<file path="config.mk">
export PLATFORM = sky130hd
export DESIGN_NAME = eeg_p300_synth_flat
export DESIGN_NICKNAME = d
export VERILOG_FILES = /design/src/rtl/eeg_pkg.sv /design/src/rtl/eeg_p300_synth_if.sv /design/src/rtl/eeg_sample_tick.sv /design/src/rtl/eeg_p300_synth.sv /design/src/flat_wrapper.sv
export SDC_FILE = /design/constraint.sdc
export NUM_CORES = 1
export LEC_CHECK = 0
export CORE_MARGIN = 2
export CORE_UTILIZATION = 30
export DETAILED_ROUTE_END_ITERATION = 7
export HOLD_SLACK_MARGIN = 0.12
export PLACE_DENSITY = 0.52
export SLEW_MARGIN = 20
export SYNTH_ARGS = -nofsm -noshare
export SYNTH_HDL_FRONTEND = slang
export SYNTH_SLANG_ARGS = --single-unit
</file>
<file path="constraint.sdc">
create_clock -name clk -period 3 [get_ports clk]
set_input_delay 0.3 -clock clk [delete_from_list [all_inputs] [get_ports clk]]
set_output_delay 0.3 -clock clk [all_outputs]
set_load 0.05 [all_outputs]
</file>
<file path="src/rtl/eeg_pkg.sv">
// Shared definitions for the synthetic P300 generator and the P300 detector:
// FSM state encoding, default signal levels and saturating ramp helpers.
package eeg_pkg;

    localparam logic [2:0] ST_IDLE_ENC = 3'd0;
    localparam logic [2:0] ST_LAT_ENC  = 3'd1;
    localparam logic [2:0] ST_RISE_ENC = 3'd2;
    localparam logic [2:0] ST_HOLD_ENC = 3'd3;
    localparam logic [2:0] ST_FALL_ENC = 3'd4;

    typedef enum logic [2:0] {
        ST_IDLE = ST_IDLE_ENC,
        ST_LAT  = ST_LAT_ENC,
        ST_RISE = ST_RISE_ENC,
        ST_HOLD = ST_HOLD_ENC,
        ST_FALL = ST_FALL_ENC
    } state_e;

    localparam int BASELINE_DEF = 50;
    localparam int RISE_THR     = 70;
    localparam int FALL_THR     = 60;
    localparam int DET_TIMEOUT  = 300;

    // 9-bit intermediates keep the ramp from wrapping past either rail.
    function automatic logic [7:0] sat_add(input logic [7:0] v, input logic [8:0] step,
                                           input logic [7:0] ceil);
        logic [8:0] s;
        s = {1'b0, v} + step;
        return (s >= {1'b0, ceil}) ? ceil : s[7:0];
    endfunction

    function automatic logic [7:0] sat_sub(input logic [7:0] v, input logic [8:0] step,
                                           input logic [7:0] floor_v);
        logic [8:0] d;
        d = {1'b0, v} - step;
        return (d[8] || (d[7:0] < floor_v)) ? floor_v : d[7:0];
    endfunction

endpackage

</file>
<file path="src/rtl/eeg_p300_synth_if.sv">
// Trigger / sample-stream bundle between the P300 generator and its consumer.
interface eeg_p300_synth_if;
    logic       trigger;
    logic [7:0] eeg_signal;
    logic       sample_valid;
    logic       busy;
    logic       done;

    modport master (
        output trigger,
        input  eeg_signal, sample_valid, busy, done
    );

    modport slave (
        input  trigger,
        output eeg_signal, sample_valid, busy, done
    );
endinterface

</file>
<file path="src/rtl/eeg_sample_tick.sv">
// Free-running sample-rate divider; tick is high while the count sits at DIV-1.
module eeg_sample_tick #(
    parameter int DIV = 4
) (
    input  logic clk,
    input  logic reset,
    input  logic clr,
    output logic tick
);
    localparam int            CW   = (DIV > 1) ? $clog2(DIV) : 1;
    localparam logic [CW-1:0] LAST = CW'(DIV - 1);

    logic [CW-1:0] count_q, count_d;

    assign tick = (count_q == LAST);

    always_comb begin
        count_d = count_q + CW'(1);
        if (clr || tick) begin
            count_d = '0;
        end
    end

    always_ff @(posedge clk) begin
        if (reset) begin
            count_q <= '0;
        end else begin
            count_q <= count_d;
        end
    end
endmodule

</file>
<file path="src/rtl/eeg_p300_synth.sv">
// Synthetic P300 generator: on trigger, emits baseline latency, linear rise,
// peak hold and linear decay as an 8-bit sample stream paced by a divider.
module eeg_p300_synth
    import eeg_pkg::*;
#(
    parameter int DIV      = 4,
    parameter int BASELINE = BASELINE_DEF,
    parameter int PEAK_AMP = 90,
    parameter int STEP     = 5,
    parameter int LATENCY  = 60,
    parameter int HOLD     = 8
) (
    input  logic               clk,
    input  logic               reset,
    eeg_p300_synth_if.slave    bus
);
    localparam logic [7:0]  BASE_L    = 8'(BASELINE);
    localparam logic [7:0]  PEAK_L    = 8'(PEAK_AMP);
    localparam logic [8:0]  STEP_L    = 9'(STEP);
    localparam logic [15:0] LAT_LAST  = 16'(LATENCY - 1);
    localparam logic [15:0] HOLD_LAST = 16'(HOLD - 1);

    state_e      state_q, state_d;
    logic [15:0] cnt_q, cnt_d;
    logic [7:0]  eeg_q, eeg_d;
    logic        valid_q;
    logic        busy_q, busy_d;
    logic        done_q, done_d;
    logic        accept;
    logic        tick;

    // Acceptance realigns the divider so tick k lands exactly k*DIV cycles later.
    eeg_sample_tick #(.DIV(DIV)) u_tick (
        .clk   (clk),
        .reset (reset),
        .clr   (accept),
        .tick  (tick)
    );

    always_comb begin
        state_d = state_q;
        cnt_d   = cnt_q;
        eeg_d   = eeg_q;
        done_d  = 1'b0;
        accept  = 1'b0;
        case (state_q)
            ST_IDLE: begin
                eeg_d = BASE_L;
                if (bus.trigger) begin
                    accept  = 1'b1;
                    state_d = ST_LAT;
                    cnt_d   = '0;
                end
            end
            ST_LAT: begin
                if (tick) begin
                    if (cnt_q == LAT_LAST) begin
                        state_d = ST_RISE;
                    end else begin
                        cnt_d = cnt_q + 16'd1;
                    end
                end
            end
            ST_RISE: begin
                if (tick) begin
                    eeg_d = sat_add(eeg_q, STEP_L, PEAK_L);
                    if (eeg_d == PEAK_L) begin
                        state_d = ST_HOLD;
                        cnt_d   = '0;
                    end
                end
            end
            ST_HOLD: begin
                eeg_d = PEAK_L;
                if (tick) begin
                    if (cnt_q == HOLD_LAST) begin
                        state_d = ST_FALL;
                    end else begin
                        cnt_d = cnt_q + 16'd1;
                    end
                end
            end
            ST_FALL: begin
                if (tick) begin
                    eeg_d = sat_sub(eeg_q, STEP_L, BASE_L);
                    if (eeg_d == BASE_L) begin
                        state_d = ST_IDLE;
                        done_d  = 1'b1;
                    end
                end
            end
            default: begin
                state_d = ST_IDLE;
                eeg_d   = BASE_L;
            end
        endcase
        busy_d = (state_d != ST_IDLE);
    end

    always_ff @(posedge clk) begin
        if (reset) begin
            state_q <= ST_IDLE;
            cnt_q   <= '0;
            eeg_q   <= BASE_L;
            valid_q <= 1'b0;
            busy_q  <= 1'b0;
            done_q  <= 1'b0;
        end else begin
            state_q <= state_d;
            cnt_q   <= cnt_d;
            eeg_q   <= eeg_d;
            valid_q <= tick;
            busy_q  <= busy_d;
            done_q  <= done_d;
        end
    end

    assign bus.eeg_signal   = eeg_q;
    assign bus.sample_valid = valid_q;
    assign bus.busy         = busy_q;
    assign bus.done         = done_q;
endmodule

</file>
<file path="src/flat_wrapper.sv">
// flat-port wrapper written by rule: the top's interface ports become plain ports
module eeg_p300_synth_flat import eeg_pkg::*;
#(
    parameter int DIV      = 4,
    parameter int BASELINE = BASELINE_DEF,
    parameter int PEAK_AMP = 90,
    parameter int STEP     = 5,
    parameter int LATENCY  = 60,
    parameter int HOLD     = 8
)
  (clk, reset, bus_trigger, bus_eeg_signal, bus_sample_valid, bus_busy, bus_done);
  eeg_p300_synth_if bus_i ();
  input  logic clk;
  input  logic reset;
  input wire logic [$bits(bus_i.trigger)-1:0] bus_trigger;
  output wire logic [$bits(bus_i.eeg_signal)-1:0] bus_eeg_signal;
  output wire logic [$bits(bus_i.sample_valid)-1:0] bus_sample_valid;
  output wire logic [$bits(bus_i.busy)-1:0] bus_busy;
  output wire logic [$bits(bus_i.done)-1:0] bus_done;
  assign bus_i.trigger = bus_trigger;
  assign bus_eeg_signal = bus_i.eeg_signal;
  assign bus_sample_valid = bus_i.sample_valid;
  assign bus_busy = bus_i.busy;
  assign bus_done = bus_i.done;
  eeg_p300_synth #(.DIV(DIV), .BASELINE(BASELINE), .PEAK_AMP(PEAK_AMP), .STEP(STEP), .LATENCY(LATENCY), .HOLD(HOLD)) u_core (.clk(clk), .reset(reset), .bus(bus_i));
endmodule
</file>
# Word level (Yosys, flattened, before mapping)
# Index checks and enable logic that the tools add are counted.
totals:
  regBits: 32
  latch_bits: 0
  ram_bits: 0
  mem_bits_ro: 0
  inputBits: 3
  out_inout_bits: 11
  elab_cells: 68
  n_memories: 0
classes:
  add_sub_neg: 4
  mul: 0
  div_mod_pow: 0
  n_lt_le_gt_ge: 2
  eq_ne: 17
  n_shift: 0
  mux: 26
  bitwise: 3
  reduce_logical: 9
ops:
  columns: ["operator", "count"]
  rows:
  - ["16-bit two-way mux", 7]
  - ["16-bit case mux with 4 select lines", 1]
  - ["8-bit two-way mux", 4]
  - ["8-bit case mux with 4 select lines", 1]
  - ["3-bit two-way mux", 9]
  - ["16-bit by 1-bit adder with 16-bit output, second input constant", 1]
  - ["16-bit by 3-bit == test with 1-bit output, second input constant", 1]
  - ["16-bit by 6-bit == test with 1-bit output, second input constant", 1]
  - ["3-bit case mux with 5 select lines", 1]
  - ["2-bit by 1-bit inequality test with 1-bit output, second input constant", 5]
  - ["8-bit by 3-bit adder with 9-bit output, second input constant", 1]
  - ["9-bit by 7-bit greater-or-equal comparator with 1-bit output, second input constant", 1]
  - ["8-bit by 3-bit subtractor with 9-bit output, second input constant", 1]
  - ["8-bit by 6-bit == test with 1-bit output, second input constant", 1]
  - ["8-bit by 7-bit == test with 1-bit output, second input constant", 1]
  - ["8-bit by 6-bit less-than comparator with 1-bit output, second input constant", 1]
  - ["8-bit AND reduction", 1]
  - ["3-bit by 2-bit == test with 1-bit output, second input constant", 2]
  - ["2-bit inequality test, second input constant", 3]
  - ["4-bit nonzero test", 1]
  - ["3-bit by 1-bit == test with 1-bit output, second input constant", 1]
  - ["3-bit == test, second input constant", 1]
  - ["3-bit logical NOT", 1]
  - ["1-bit two-way mux", 3]
  - ["8 further kinds", 11]

# Depth between registers and ports, before layout
# Gate-level depths: netlist of the first run.
logic_depth:
  word_depth: 9
  ltp_mapped: 11
  mapped_depth_nobuf: 9

# Cells and area by module
# From an unflattened synthesis of the first run, not the netlist that was laid out.
hier_totals:
  cells_unflattened: 314
  hier_area_um2: 2369.8
modules_own_cells:
  columns: ["module", "n_inst", "cells_each", "area_each_um2", "seq_area_each_um2"]
  rows:
  - ["eeg_p300_synth", 1, 309, 2289.7, 600.6]
  - ["eeg_sample_tick", 1, 5, 80.1, 40.0]

# Least setup slack after synthesis of the first run
# OpenSTA, ideal clock, no wires.
synth_path:
  kind: "reg2reg"
  start: "register u_core.eeg_q[0], in the netlist u_core.bus.eeg_signal[0]"
  end: "register u_core.cnt_q[13]"
  setup_time_ps: 70
  t_arrival_ps: 2502
  t_required_ps: 2930
  path_slack_ps: 427
  stages_incl_launch_ff: 12
  path_buffers: 2
  synth_period_minus_slack_ps: 2573
  path_cell_list: "dfxtp_1 buf_6 inv_1 ha_1 o21ai_0 mux2i_1 a221oi_2 a21oi_2 o31ai_4 buf_6 o21ai_2 a21oi_1"
synth_between:
  elab_chain_cells: 6
synth_rtl:
  columns: ["element", "line_no", "rtl"]
  rows:
  - ["from (decl)", "eeg_p300_synth.sv:25", "logic [7:0] eeg_q, eeg_d;"]
  - ["from (signal assigned)", "eeg_p300_synth.sv:111", "eeg_q <= eeg_d;"]
  - ["8-bit by 3-bit adder with 9-bit output (*)", "eeg_pkg.sv:28", "s = {1'b0, v} + step;"]
  - ["9-bit by 7-bit greater-or-equal comparator with 1-bit output", "eeg_pkg.sv:29", "return (s >= {1'b0, ceil}) ? ceil : s[7:0];"]
  - ["8-bit two-way mux (*)", "eeg_pkg.sv:29", null]
  - ["8-bit by 7-bit == test with 1-bit output (*)", "eeg_p300_synth.sv:67", "if (eeg_d == PEAK_L) begin"]
  - ["2-bit by 1-bit inequality test with 1-bit output (no source line) (*)", null, null]
  - ["8-bit AND reduction (no source line) (*)", null, null]
  - ["to (signal assigned)", "eeg_p300_synth.sv:110", "cnt_q <= cnt_d;"]
  - ["to (decl)", "eeg_p300_synth.sv:24", "logic [15:0] cnt_q, cnt_d;"]
# Every way passes the cells marked *; elsewhere a longest branch is shown, timed or not.
# A chain may end at the register's enable or synchronous reset.

# Worst setup path in the final report of the first run
layout_path:
  start: "register u_core.eeg_q[0], in the netlist u_core.bus.eeg_signal[0]"
  end: "register u_core.eeg_q[0], in the netlist u_core.bus.eeg_signal[0]"
layout_between:
  elab_chain_cells: 6
  word_cells_on_any_way: 10
  classes_between: "2 x add/sub; 2 x order compare; 5 x mux; 1 x reduce/logical"
layout_rtl:
  columns: ["element", "line_no", "rtl"]
  rows:
  - ["8-bit by 3-bit subtractor with 9-bit output", "eeg_pkg.sv:35", "d = {1'b0, v} - step;"]
  - ["8-bit by 6-bit less-than comparator with 1-bit output", "eeg_pkg.sv:36", "return (d[8] || (d[7:0] < floor_v)) ? floor_v : d[7:0];"]
  - ["1-bit logical OR", "eeg_pkg.sv:36", null]
  - ["8-bit two-way mux", "eeg_pkg.sv:36", null]
  - ["8-bit two-way mux", "eeg_p300_synth.sv:84", "if (tick) begin"]
  - ["8-bit case mux with 4 select lines (*)", "eeg_p300_synth.sv:46", "case (state_q)"]
# Every way passes the cells marked *; elsewhere a longest branch is shown, timed or not. The select of a mux whose other input is x is not followed.

==> key figures, run 1 <==
Synthesis
  – Asr flop ratio synth: 0
  – Count leader, synth: a21oi_1
  – Mapped cell area: approximately 2200 µm²
  – Commonest cells in the netlist: 34 x a21oi_1, 32 x dfxtp_1, 31 x nor2_1
  – Net Count, Synth: between 300 and 400
  – Cell count after synthesis: about 300
  – Synth Warn #: 0
  – Sequential share of the synthesized area: 0.2907
  – Mean Syn Cell Area: 7.419 µm²
  – Share of the synthesized area in the top cell type: 0.2907
  – Synth area leader: dfxtp_1
  – Synth top area cells: dfxtp_1 29%, a21oi_1 7.7%, nor2_1 5.3%
  – Synthesized flop and latch total: 32
  – EDFF count, synth: 0
  – Synth cell types: 59
  – Top FF cell, synth: dfxtp_1

Timing
  – Worst Tran Pin Value: between 0.7 and 0.8 ns
  – Final setup fails: 0
  – Setup TNS: 0 ns
  – Tmin final: ~2.6 ns
  – Rel. slew slack: 0.5261
  – Setup Skew: roughly 0.0070 ns
  – Final Hold Vio Count: 0
  – Fin crit share: 0.8824
  – RSZ-0062 raised after global routing: false
  – Max-slew violation count: 0
  – Max Freq: around 380 MHz

CTS
  – Post-CTS Setup Inserts: 0
  – CTS-repair resized insts: 0
  – CTS clk-pin slew, worst paths: 0.07 ns
  – H-tree levels: 2
  – Sink Count: 32
  – Clock Tree Buf Depth: 2
  – CTS tree: built
  – Root Driver: clkbuf_8
  – Num CTS Buffers: 5
  – Clk_lat worst skew: 0.29 ns
  – Hold bufs inserted after CTS: 0

Die
  – Core footprint: between 7000 and 8000 µm²
  – Die area: just over 8000 µm²
  – Die Wd: about 90 µm
  – Initial Util: 0.3071
  – Die height: about 90 µm
  – IO Count: 14
  – Site row count: 31

Global route
  – Pin count of the biggest net entering global routing: 17
  – Grt ovf: 0
  – Total GRT Usage: 0.1534
  – Vias in the first global route: approximately 2000
  – First-pass GRT wire length: around 10000 µm
  – Initial antenna violation count: 0

Worst setup path
  – Worst Setup SP: u_core.bus.eeg_signal[0]
  – Critical path's slowest cell: dfxtp_1
  – Crit path DAT: approximately 2.9 ns
  – Setup CP Type: flip-flop to flip-flop
  – Setup crit start kind: flip-flop
  – Ordered list of cells on the worst path: inv_1, ha_1, o21ai_0, mux2i_1, a221oi_2, a21oi_2, nor3_1, o21ai_0, o21ai_1
  – RR Startpoint: u_core.bus.eeg_signal[0]
  – Crit-path max cell delay: 0.52 ns
  – Crit path capture type: flip-flop
  – WP data required: ~3.2 ns
  – Most numerous cell on the critical path: o21ai_0
  – Worst-path fanout max: 11

Drt
  – Post-route antenna net violation count: 0
  – First-pass iteration count of the detailed router: 5
  – Metal3 WL: ~280 µm
  – M1 wire length: approximately 3100 µm
  – Metal2 WL: between 2000 and 3000 µm
  – Vias/cell: roughly 5.4
  – Average wire per standard cell: roughly 15 µm
  – Max Used Layer: met4
  – Drt total wl: around 6000 µm
  – DRC Markers: 0
  – Via count: 2209
  – Number of DRC markers in iteration 0: approximately 130

Cells and area
  – Final core occ: 0.3508
  – Nets@finish: around 320
  – Layout cells sized above 1: 0.09061
  – ANT cells: 0
  – Area grow syn2layout: 14.25%
  – Finished Layout Cells: ~410

Place
  – DP Cell Count: 400
  – DP Wirelength: roughly 4300 µm
  – # port buffers: 13
  – GPL Wtd Cong: about 0.85

Worst hold path
  – Hold Startpoint: u_core.u_tick.count_q[0]
  – HP Class: flip-flop to flip-flop

Job
  – Max_cap viols: 0

Power
  – Leak pwr: ~0.85 nW
  – Peak VDD IR: between 0.0001 and 0.00015 V
  – PD cells: ~350 nW/µm²
  – Tot Pwr: between 0.8 and 0.9 mW

Outcome
  – Status: completed
metrics by stage:
stage,hold WS [ns],setup WS (ns),instance area (µm²)
after global routing,0.4474,0.1057,2517
after floorplan,0.4053,0.4272,2203
final,0.4344,0.3528,2517
after detailed placement,0.4211,0.4065,2424
after global placement,0.4172,0.4300,2424
after CTS,0.4381,0.3893,2517
final timing paths:
check                                                 to  slack (ns)  cells after the start
worst max register to register  u_core.bus.eeg_signal[0]        0.35                      9
worst min register to register  u_core.u_tick.count_q[0]        0.43                      1
worst max-delay path            u_core.bus.eeg_signal[0]        0.35                      9
worst min-delay path            u_core.u_tick.count_q[0]        0.43                      1
layer usage:
| metal | vias up | GRT usage |
|---|---|---|
| li1 | 1117 | - |
| met1 | 1030 | 0.2180 |
| met2 | 53 | 0.2304 |
| met3 | 9 | 0.03604 |
| met4 | 0 | 0.04615 |
| met5 | - | 0 |
sequential cells by signal (all words and copies together), names as in the netlist:
signal                   cells
u_core.cnt_q                16
u_core.bus.eeg_signal        8
u_core.state_q               3
u_core.u_tick.count_q        2
u_core.bus.busy              1
u_core.bus.done              1
u_core.bus.sample_valid      1
where the power goes:
| part | internal (mW) | total, mW | leakage, nW | switching (mW) |
|---|---|---|---|---|
| logic | 0.0250 | 0.0737 | 0.549 | 0.0487 |
| clock network | 0.186 | 0.356 | 0.0445 | 0.170 |
| registers | 0.430 | 0.439 | 0.259 | 0.00840 |
cell usage in the layout, fill, tap and decap left out, types with 5 or more instances in the layout:
cell              n
a21oi_1          34
a31oi_1          11
and3_1            5
buf_4             8
clkbuf_8          6
clkdlybuf4s50_1  13
dfxtp_1          32
ha_1              5
inv_1             7
nand2_1          21
nand3_1          15
nand4_1           5
nor2_1           31
nor2b_1           5
nor3_1           13
o21ai_0          23
or3_1             8
cells by family (layout without fill, tap and decap cells):
group | after synthesis | count (layout) | synth area share
xor+xnor | 6 | 6 | 0.02385
mux | 4 | 4 | 0.01874
fa+ha+maj | 5 | 5 | 0.02839
simple gates | 130 | 130 | 0.3140
buf+inv | 25 | 37 | 0.05622
compound gates | 95 | 95 | 0.2680
flops | 32 | 32 | 0.2907
final cells by class:
| class | count | area [µm²] |
|---|---|---|
| inverters | 8 | 30.03 |
| well taps | 99 | 123.9 |
| clock inverters | 1 | 7.507 |
| multi-input cells | 240 | 1439 |
| flip-flops and latches | 32 | 640.6 |
| repair buffers | 21 | 190.2 |
| fillers | 762 | 4658 |
| clock buffers | 7 | 86.33 |
critical path: cells and delay by family (launching register included):
kind            cells  cell delay [ns]
compound gates      5             1.09
mux                 1             0.11
flops               1             0.52
simple gates        1             0.37
buf+inv             1             0.10
fa+ha+maj           1             0.39
(Power assumes the default switching activity.)
==> run 2, diff against run 1 <==
SETUP_SLACK_MARGIN = 0.1   (was unset)
==> results of run 2 <==
Final layout, timing and power as in run 1 (identical DEF).
==> run 3, diff against run 2 <==
GPL_ROUTABILITY_DRIVEN = 0   (was unset)
==> results of run 3 <==
Final layout, timing and power as in run 1 (identical DEF).
